--- config.mk ---
export PLATFORM = sky130hd
export DESIGN_NAME = redstone_tick_sched
export DESIGN_NICKNAME = d
export VERILOG_FILES = /design/src/rtl/redstone_tick_sched.sv
export SDC_FILE = /design/constraint.sdc
export NUM_CORES = 1
export LEC_CHECK = 0
export CAP_MARGIN = 30
export CORE_MARGIN = 4
export CORE_UTILIZATION = 45
export DETAILED_ROUTE_END_ITERATION = 10
export DONT_BUFFER_PORTS = 1
export PLACE_DENSITY = 0.7
export SKIP_CTS_REPAIR_TIMING = 1
export SLEW_MARGIN = 40
export SYNTH_ARGS = -nofsm -noshare
export SYNTH_HDL_FRONTEND = slang
export SYNTH_SLANG_ARGS = --single-unit
--- constraint.sdc ---
create_clock -name i_clk -period 4.92 [get_ports i_clk]
set_input_delay 0.738 -clock i_clk [delete_from_list [all_inputs] [get_ports i_clk]]
set_output_delay 0.738 -clock i_clk [all_outputs]
set_load 0.05 [all_outputs]
--- src/rtl/redstone_tick_sched.sv ---
// redstone_tick_sched: derives the game tick from the system clock, sequences
// netlist input latching and output capture, and runs/pauses/steps under a
// host command handshake.
// Build option: define REDSTONE_TICK_SCHED_SYNC_EN to pass i_pins through a
// 2-flop synchronizer before the input latch. Leave it undefined for
// synchronous sources.
module redstone_tick_sched #(
  parameter int unsigned CLK_DIV = 5000000,
  parameter int unsigned SETTLE  = 2,
  parameter int unsigned N_IN    = 10,
  parameter int unsigned N_OUT   = 10,
  parameter int unsigned CNT_W   = 32
) (
  input  logic             i_clk,
  input  logic             i_rst,
  input  logic             i_cmd_valid,
  output logic             o_cmd_ready,
  input  logic [1:0]       i_cmd,
  input  logic [15:0]      i_cmd_arg,
  input  logic [N_IN-1:0]  i_pins,
  output logic [N_IN-1:0]  o_rs_in,
  output logic             o_tick,
  input  logic [N_OUT-1:0] i_rs_out,
  output logic [N_OUT-1:0] o_rs_out,
  output logic             o_out_valid,
  output logic             o_running,
  output logic [CNT_W-1:0] o_tick_count
);

  localparam int unsigned DIV_W = $clog2(CLK_DIV);
  localparam int unsigned SET_W = $clog2(SETTLE + 1);

  localparam logic [1:0] CMD_PAUSE = 2'b00;
  localparam logic [1:0] CMD_RUN   = 2'b01;
  localparam logic [1:0] CMD_STEP  = 2'b10;
  localparam logic [1:0] CMD_CLEAR = 2'b11;

  typedef enum logic [1:0] {
    PAUSED = 2'd0,
    RUN    = 2'd1,
    STEP   = 2'd2
  } state_t;

  state_t           state;
  logic [DIV_W-1:0] div;
  logic [15:0]      rem;
  logic [SET_W-1:0] cap_cnt;
  logic [N_IN-1:0]  pins_s;
  logic             accept;
  logic             pause_acc;
  logic             clear_acc;
  logic             tick_fire;

`ifdef REDSTONE_TICK_SCHED_SYNC_EN
  logic [N_IN-1:0] sync1;
  logic [N_IN-1:0] sync2;

  // Two-flop synchronizer for asynchronous board pins
  always_ff @(posedge i_clk or posedge i_rst) begin
    if (i_rst) begin
      sync1 <= '0;
      sync2 <= '0;
    end else begin
      sync1 <= i_pins;
      sync2 <= sync1;
    end
  end

  assign pins_s = sync2;
`else
  assign pins_s = i_pins;
`endif

  // Command acceptance and tick decision; a PAUSE on the last divider slot wins
  always_comb begin
    accept    = i_cmd_valid && o_cmd_ready;
    pause_acc = accept && (i_cmd == CMD_PAUSE);
    clear_acc = accept && (i_cmd == CMD_CLEAR);
    tick_fire = (state != PAUSED) && (div == DIV_W'(CLK_DIV - 1)) && !pause_acc;
  end

  // Tick divider: free-runs while active, held at 0 when paused or stopping
  always_ff @(posedge i_clk or posedge i_rst) begin
    if (i_rst) begin
      div <= '0;
    end else if ((state == PAUSED) || pause_acc || tick_fire) begin
      div <= '0;
    end else begin
      div <= div + DIV_W'(1);
    end
  end

  // Run/pause/step state machine with its registered status outputs
  always_ff @(posedge i_clk or posedge i_rst) begin
    if (i_rst) begin
      state       <= PAUSED;
      rem         <= '0;
      o_running   <= 1'b0;
      o_cmd_ready <= 1'b1;
    end else begin
      case (state)
        PAUSED: begin
          if (accept && (i_cmd == CMD_RUN)) begin
            state     <= RUN;
            o_running <= 1'b1;
          end else if (accept && (i_cmd == CMD_STEP) && (i_cmd_arg != 16'd0)) begin
            state       <= STEP;
            rem         <= i_cmd_arg;
            o_running   <= 1'b1;
            o_cmd_ready <= 1'b0;
          end
        end
        RUN: begin
          if (pause_acc) begin
            state     <= PAUSED;
            o_running <= 1'b0;
          end
        end
        STEP: begin
          if (tick_fire) begin
            rem <= rem - 16'd1;
            if (rem == 16'd1) begin
              state       <= PAUSED;
              o_running   <= 1'b0;
              o_cmd_ready <= 1'b1;
            end
          end
        end
        default: begin
          state       <= PAUSED;
          o_running   <= 1'b0;
          o_cmd_ready <= 1'b1;
        end
      endcase
    end
  end

  // Tick pulse, tick counter, input latch and delayed output capture
  always_ff @(posedge i_clk or posedge i_rst) begin
    if (i_rst) begin
      o_tick       <= 1'b0;
      o_tick_count <= '0;
      o_rs_in      <= '0;
      o_rs_out     <= '0;
      o_out_valid  <= 1'b0;
      cap_cnt      <= '0;
    end else begin
      o_tick      <= tick_fire;
      o_out_valid <= (cap_cnt == SET_W'(1));

      if (clear_acc) begin
        o_tick_count <= '0;
      end else if (tick_fire) begin
        o_tick_count <= o_tick_count + CNT_W'(1);
      end

      if (div == DIV_W'(CLK_DIV - 2)) begin
        o_rs_in <= pins_s;
      end

      if (tick_fire) begin
        cap_cnt <= SET_W'(SETTLE);
      end else if (cap_cnt != '0) begin
        cap_cnt <= cap_cnt - SET_W'(1);
      end

      if (cap_cnt == SET_W'(1)) begin
        o_rs_out <= i_rs_out;
      end
    end
  end

endmodule
==> impl_metrics.toml, run 1 <==
[critical_path]
cp_num_buf_inv = 0
worstPathArrival_ns = 2.91
required_ns = 5.20
cpPeakStageDelay_ns = 0.64
rr_startpoint = "div[15]$_DFF_PP0_"
cp_max_fo = 12
cp-startpoint = "div[15]$_DFF_PP0_"
path_class = "reg2reg"
cp_top_family = "simple AND/OR/NAND/NOR gates"
critPathLaunchType = "flop"
cpMaxStageDelayCell = "or4_1"
end_kind = "flop"
path_cells = "or4b_4 -> nor3_4 -> nand4_1 -> or4_1 -> a21oi_1"

[place]
placed_cells = 673
dp_hpwl_mm = 8.943
gp_congestion = 0.8479
port_buffers = 0

[yosys]
syn-num-nets = 591
async_flop_share_pct = 100.0
synth_edf_count = 0
ys_ff_latch = 99
ys_seq_area_share_pct = 46.64
syn_area_sq_um = 5314
ys_warn_count = 0
syn_area_per_cell_sq_um = 9.786
synthCells = 543
yosysUniqueCellTypes = 66
ys.flop_type = "dfrtp_1"

[sta]
drv_slew = 0
setup_violations = 0
fmax_mhz = 380.2
fin_crit_ns = 2.630
period_share_pct = 53.46
setup_tns_ns = 0
hold_violations = 0
tightest_slew_ns = 0.6865
rsz0062_at_grt = "no"
slew_headroom_pct = 54.23
skew_ns = 0.01071

[die]
fp.dieW_um = 116.7
dieArea_sq_um = 13610
fp-row-count = 39
initial_core_util_pct = 46.34
coreArea_sq_um = 11470
die_height_um = 116.7
ioPinCount = 97

[layout]
n_fill_cell = 1038
area_growth_pct = 8.194
diodes = 0
final_cell_mix = "dfrtp_1 (98), nand2_1 (46), nor2_1 (45)"
finalNonFillerCells = 689
final_nets = 589
seqCellArea_sq_um = 2479
multi_input_area_sq_um = 2703
drive_gt1_share_pct = 12.45
final_common_cell = "dfrtp_1"

[route]
vias = 4317
wl_per_cell_um = 18.38
route.detailed.drc = 0
drt-pass1-iter-count = 5
via_per_inst = 6.266
ant_nets = 0
first_iter_violations = 388
drt_wl_total_mm = 12.66

[global_route]
grt_antenna_before_repair = 0
grt_max_degree = 64
first_global_vias = 4312
track_usage_pct = 19.26
grt_overflow_total = 0
grt_first_pass_wirelength_mm = 20.82

[clock_network]
clockBufferDepth = 2
root_buffer = "clkbuf_16"
numCtsBuffers = 9
cts_htree_levels = 3
cts_num_sinks = 99
cts_tree = "done"
cts.clk_slew.worst_paths_ns = 0.07
clk_latency_ns = 0.35

[power_and_ir_drop]
power_leakage_nw = 2.308
power_density_nw_per_um2 = 348.4
ir_drop_uv = 163.5

[worst_hold_path]
hp-class = "in2async"

[run_status]
run_status = "finished clean"

[job]
cap_violations = 0
[path summary, 6_finish.rpt]
| check | end | cells after the start | slack, ns |
|---|---|---|---|
| worst max-delay path | o_tick_count[15]$_DFFE_PP0P_ | 5 | 2.29 |
| worst min-delay path | rem[9]$_DFFE_PP0P_ | 1 | 0.31 |
| worst max register to register | o_tick_count[15]$_DFFE_PP0P_ | 5 | 2.29 |
| worst min register to register | div[0]$_DFF_PP0_ | 1 | 0.50 |
| max in group asynchronous | rem[11]$_DFFE_PP0P_ | 2 | 3.68 |
| min in group i_clk | div[0]$_DFF_PP0_ | 1 | 0.50 |
[metal layers]
layer | part of all wire (%) | up-vias | track usage [%]
li1 | - | 2013 | -
met1 | 42 | 2142 | 24.27
met2 | 49 | 148 | 31.58
met3 | 7.4 | 14 | 5.233
met4 | 1.7 | 0 | 7.569
met5 | 0 | - | 0
[sequential cells by signal, summed over array words and instances (netlist names), 2 cells and up]
signal	cells
o_tick_count	32
rem	16
state	2
div	23
o_rs_in	10
o_rs_out	10
cap_cnt	2
[power breakdown]
group / internal, mW / total, mW / switching (mW)
combinational: 0.118 / 0.295 / 0.177
sequential: 0.880 / 1.02 / 0.143
clock: 0.371 / 0.685 / 0.313
total: 1.37 / 2.00 / 0.633
[metrics by stage]
stage | worst slack [ns] | hold slack, ns | instance area [sq um] | power, mW | util, %
6_report | 2.290 | 0.3139 | 5749 | 2.003 | 50.14
5_1_grt | 2.066 | 0.3702 | 5749 | 2.104 | 50.14
4_1_cts | 2.279 | 0.4449 | 5747 | 2.018 | 50.11
3_5_place_dp | 2.195 | 0.4945 | 5456 | 1.330 | 47.58
3_3_place_gp | 2.288 | 0.4830 | 5456 | 1.324 | 47.58
2_1_floorplan | 1.593 | 0.4665 | 5314 | 1.247 | -
[cell type report]
type	instances	area share, %
Sequential cell	99	43.11
Tap cell	143	3.112
Multi-Input combinational cell	410	47.01
Clock buffer	11	4.396
Clock inverter	5	0.6529
Inverter	17	1.197
Timing Repair Buffer	4	0.5223
[synth_stat cells, drive strengths merged (2+ instances only)]
library cell / n / area (sq um)
buf: 5 / 25.02
o21ai: 19 / 95.09
a22oi: 3 / 22.52
mux2i: 4 / 40.04
nand3: 24 / 125.1
dfrtp: 98 / 2452
mux2: 21 / 236.5
a211oi: 5 / 37.54
nand4: 17 / 118.9
and2: 12 / 75.07
o22ai: 4 / 25.02
nand2b: 5 / 31.28
nand2: 47 / 178.9
clkbuf: 12 / 46.29
inv: 17 / 63.81
nor3: 20 / 116.4
or4: 18 / 142.6
o31ai: 10 / 75.07
a221oi: 2 / 17.52
o21a: 2 / 15.01
and3: 10 / 62.56
and4: 10 / 87.58
nor4: 15 / 136.4
or2: 2 / 12.51
a21oi: 35 / 175.2
nor2: 47 / 183.9
a31o: 3 / 26.28
ha: 7 / 87.58
o211ai: 5 / 37.54
or3: 15 / 93.84
xor2: 6 / 52.55
or4b: 3 / 33.78
xnor2: 19 / 166.4
a311oi: 2 / 17.52
[cell families (layout without fill, tap and decap cells)]
group                      count (synthesis)  after routing  share of synthesized area [%]
xor gates and xnor gates                  25             25                          4.121
muxes                                     25             25                          5.204
AOI/OAI and AO/OA                         98             98                          11.61
adders and majority gates                  7              7                          1.648
and+or+nand+nor                          255            255                          28.23
buffers and inverters                     34             37                          2.543
DFF                                       99             99                          46.64
No activity file was read; power rests on OpenSTA's default activity.
==> run 2, diff against run 1 <==
PLACE_DENSITY = 0.72   (was 0.7)
clock period = 2.1 ns   (was 4.92 ns; I/O delays follow)
==> run 2 against run 1 <==
Clock power rose to 2.8 times the previous value. Critical endpoint is now rem[12]$_DFFE_PP0P_. Critical path depth up 1. Final area grew 20%. The flow now finishes with violations (negative setup slack). Highest routed layer unchanged.
==> impl_metrics.toml, run 2 (synthesis results as in run 1) <==
[run_status]
run_status = "finished, violations left"
violations = "negative setup slack"

[critical_path]
end_kind = "flop"
rr_endpoint = "rem[12]$_DFFE_PP0P_"
path_class = "reg2reg"
required_ns = 2.34
rr_startpoint = "div[10]$_DFF_PP0_"
worstPathArrival_ns = 2.47
critPathLaunchType = "flop"
regToRegSetupSlack_ns = -0.13
cp_max_fo = 3
r2r_cells = 6

[clock_network]
numCtsBuffers = 9
cts_tree = "done"
cts_num_sinks = 99
clk_latency_ns = 0.35
root_buffer = "clkbuf_16"
clockBufferDepth = 2
cts.clk_slew.worst_paths_ns = 0.07
cts_htree_levels = 3

[global_route]
grt_first_pass_wirelength_mm = 23.04
first_global_vias = 4821
grt_antenna_before_repair = 0
track_usage_pct = 21.25
grt_max_degree = 75
grt_overflow_total = 0

[place]
gp_congestion = 0.8933
dp_hpwl_mm = 10.49
port_buffers = 0
placed_cells = 775
dp_worst_setup_slack_ns = -0.1921

[worst_hold_path]
holdPathStages = 2
min_from = "i_cmd[0]"
hold_end = "state[0]$_DFFE_PP0P_"
hp-class = "in2reg"

[sta]
setup_ws_ns = -0.1312
setup_violations = 42
drv_slew = 0
fmax_mhz = 448.2
hold_slack_ns = 0.09806
rsz0062_at_grt = "yes"
tightest_slew_ns = 0.5842
fin_crit_ns = 2.231
skew_ns = 0.007357
hold_violations = 0
period_share_pct = 106.2
slew_headroom_pct = 61.05

[die]
coreArea_sq_um = 11470
dieArea_sq_um = 13610
initial_core_util_pct = 46.34
die_height_um = 116.7
fp-row-count = 39
fp.dieW_um = 116.7
ioPinCount = 97

[route]
wl_per_cell_um = 18.09
drt-pass1-iter-count = 5
via_per_inst = 5.955
ant_nets = 0
route.detailed.drc = 0
drt_wl_total_mm = 14.47
vias = 4764
first_iter_violations = 351

[power_and_ir_drop]
power_leakage_nw = 3.025
ir_drop_uv = 415.3
power_density_nw_per_um2 = 774.6

[layout]
final_common_cell = "buf_4"
post-route-util_pct = 59.98
final_nets = 701
finalNonFillerCells = 800
drive_gt1_share_pct = 32.57
regMostFlops = "o_tick_count"
area_growth_pct = 29.43
top_regs = "o_tick_count (32), div (23), rem (16)"
largest_reg_flops = 32
final_cell_mix = "buf_4 (108), dfrtp_1 (94), nor2_1 (45)"
diodes = 0

[job]
cap_violations = 0
-- run 2: cell types whose count changed in the layout (fill, tap and decap cells not counted), sizes merged --
cell         previous run  this run
buf                     4       115
bufinv                  0         3
clkbuf                 11         9
clkinv                  3         2
clkinvlp                2         1
dlygate4sd3             0         1
-- run 2: layer usage --
layer,global-route usage [%],wire [um],vias to the layer above
li1,-,-,2233
met1,26.64,6070,2313
met2,35.58,7106,187
met3,4.715,921,31
met4,8.792,374,0
met5,0,0,-
-- run 2: worst max-delay path: stages (launching register included) --
cell and delay (ns):
dfrtp_1 0.38, or3b_2 0.51, buf_4 0.17, or3_4 0.36, nor3_4 0.22, a21oi_2 0.12
a221oi_1 0.36
-- run 2: final cells by class --
class                           instances  area (sq um)
Clock buffer                            9         225.2
Inverter                               17         67.56
Fill cell                             938          4589
Clock inverter                          6         112.6
Timing Repair Buffer                  116         925.9
Tap cell                              143         178.9
Multi-Input combinational cell        410          2884
Sequential cell                        99          2484
-- run 2: metrics by stage --
stage / TNS [ns] / area [sq um] / total power [mW]
global route: -6.283 / 6878 / 5.539
floorplan: -0.8491 / 5351 / 2.942
CTS: -6.256 / 6620 / 5.302
finish: -2.697 / 6878 / 5.327
global placement: -1.947 / 6282 / 3.365
detailed placement: -4.850 / 6282 / 3.402
-- run 2: how the worst max path moves through the flow --
stage / from / to / slack (ns) / cells after the start
6_report: div[10]$_DFF_PP0_ / rem[12]$_DFFE_PP0P_ / -0.13 / 6
5_1_grt: div[16]$_DFF_PP0_ / o_tick_count[6]$_DFFE_PP0P_ / -0.18 / 7
4_1_cts: div[21]$_DFF_PP0_ / o_tick_count[17]$_DFFE_PP0P_ / -0.21 / 6
3_5_place_dp: div[21]$_DFF_PP0_ / o_tick_count[17]$_DFFE_PP0P_ / -0.19 / 6
3_3_place_gp: div[21]$_DFF_PP0_ / o_tick_count[18]$_DFFE_PP0P_ / -0.11 / 6
2_1_floorplan: div[21]$_DFF_PP0_ / o_rs_in[1]$_DFFE_PP0N_ / -0.08 / 5
-- run 2: power breakdown --
group	switching [mW]	internal, mW
Sequential	0.189	2.07
Combinational	0.670	0.508
Clock	0.733	1.16
Total	1.59	3.74
==> run 3, diff against run 2 <==
PLACE_DENSITY = not set   (was 0.72)
PLACE_DENSITY_LB_ADDON = 0.25   (was not set)
==> run 3 against run 2 <==
The flow finishes with violations (negative hold slack, negative setup slack). Maximum frequency grew 0.43%. Critical path depth stayed put. Sequential power about the same. Via count is 0.69% lower. Clock power fell by 11%. Largest cell class unchanged.
==> impl_metrics.toml, run 3 (synthesis results as in run 1) <==
[critical_path]
cp-startpoint = "div[16]$_DFF_PP0_"
regToRegSetupSlack_ns = -0.12
rr_startpoint = "div[16]$_DFF_PP0_"
path_class = "reg2reg"
end_kind = "flop"
required_ns = 2.38
r2r_cells = 6
cp_max_fo = 9
worstPathArrival_ns = 2.50
critPathLaunchType = "flop"
rr_endpoint = "o_tick_count[28]$_DFFE_PP0P_"

[route]
route.detailed.drc = 0
vias = 4731
first_iter_violations = 284
via_per_inst = 5.936
drt_wl_total_mm = 14.20
ant_nets = 0
drt-pass1-iter-count = 4
wl_per_cell_um = 17.82

[die]
fp.dieW_um = 116.7
die_height_um = 116.7
coreArea_sq_um = 11470
ioPinCount = 97
dieArea_sq_um = 13610
initial_core_util_pct = 46.34
fp-row-count = 39

[sta]
skew_ns = 0.01060
drv_slew = 0
period_share_pct = 105.8
setup_violations = 42
slew_headroom_pct = 58.92
fin_crit_ns = 2.222
setup_ws_ns = -0.1216
hold_violations = 11
fmax_mhz = 450.1
hold_slack_ns = -0.01408
tightest_slew_ns = 0.6161
rsz0062_at_grt = "yes"

[job]
cap_violations = 0

[place]
gp_congestion = 0.9120
dp_worst_setup_slack_ns = -0.1589
port_buffers = 0
dp_hpwl_mm = 10.05

[clock_network]
clk_latency_ns = 0.35
numCtsBuffers = 9
clockBufferDepth = 2
cts_num_sinks = 99
cts_tree = "done"
cts.clk_slew.worst_paths_ns = 0.07
root_buffer = "clkbuf_16"
cts_htree_levels = 3

[global_route]
track_usage_pct = 20.09
grt_first_pass_wirelength_mm = 21.77
first_global_vias = 4518
grt_max_degree = 100
grt_antenna_before_repair = 0
grt_overflow_total = 0

[power_and_ir_drop]
ir_drop_uv = 581.5
pwr-share-seq_pct = 43.8
total_power_mw = 5.171
p_sw_mw = 1.629
p_int_mw = 3.542
power_density_nw_per_um2 = 737.1
power_leakage_nw = 3.041
switching_share_pct = 31.50
clkPwrFrac_pct = 32.8
pwr-share-comb_pct = 23.5

[layout]
area_growth_pct = 32.02
final_nets = 697
top_regs = "o_tick_count (32), div (23), rem (16)"
drive_gt1_share_pct = 35.32
final_cell_mix = "buf_4 (98), dfrtp_1 (94), nor2_1 (45)"
final_common_cell = "buf_4"
largest_reg_flops = 32
regMostFlops = "o_tick_count"
diodes = 0

[run_status]
violations = "negative hold slack, negative setup slack"
run_status = "finished, violations left"

[worst_hold_path]
hp-class = "in2async"
-- run 3: through the flow --
step / util [%] / TNS [ns] / cell area (sq um) / std cells
floorplan: - / -0.8491 / 5351 / 543
global placement: 54.54 / -2.238 / 6255 / 773
detailed placement: 54.54 / -3.988 / 6255 / 773
CTS: 57.18 / -4.462 / 6558 / 789
finish: 61.18 / -2.267 / 7015 / 797
global route: 61.18 / -5.348 / 7015 / 797
-- run 3: final cells by class --
class	instances	area, sq um
clock buffers	11	242.7
clock inverters	5	60.06
fillers	941	4452
inverters	17	67.56
multi-input cells	411	3083
flip-flops and latches	99	2484
well taps	143	178.9
repair buffers	111	899.6
-- run 3: per-layer routing --
layer  routed length (um)  track usage (%)  up-vias
li1                     -                -     2235
met1                 5862            25.68     2329
met2                 7177            33.52      146
met3                  908            3.886       21
met4                  255            8.180        0
met5                    0                0        -
-- run 3: worst max-delay path, cell delays in order (launching register included) --
cell and delay [ns]:
dfrtp_1 0.38, or4b_4 0.58, nor3_4 0.26, nand4_2 0.11, buf_6 0.16, or4_1 0.52
a21oi_2 0.15
-- run 3: power groups by stage --
stage	Clock, mW	Sequential [mW]	Combinational (mW)
finish	1.70	2.26	1.21
global route	1.81	2.28	1.32
CTS	1.73	2.25	1.09
detailed placement	0	2.28	1.09
global placement	0	2.27	1.07
floorplan	0	2.35	0.591
-- run 3: worst max-delay path by stage --
stage | end | slack [ns]
floorplan | o_rs_in[1]$_DFFE_PP0N_ | -0.08
global placement | o_tick_count[15]$_DFFE_PP0P_ | -0.11
detailed placement | o_tick_count[18]$_DFFE_PP0P_ | -0.16
CTS | o_tick_count[15]$_DFFE_PP0P_ | -0.17
global route | o_tick_count[27]$_DFFE_PP0P_ | -0.18
finish | o_tick_count[28]$_DFFE_PP0P_ | -0.12
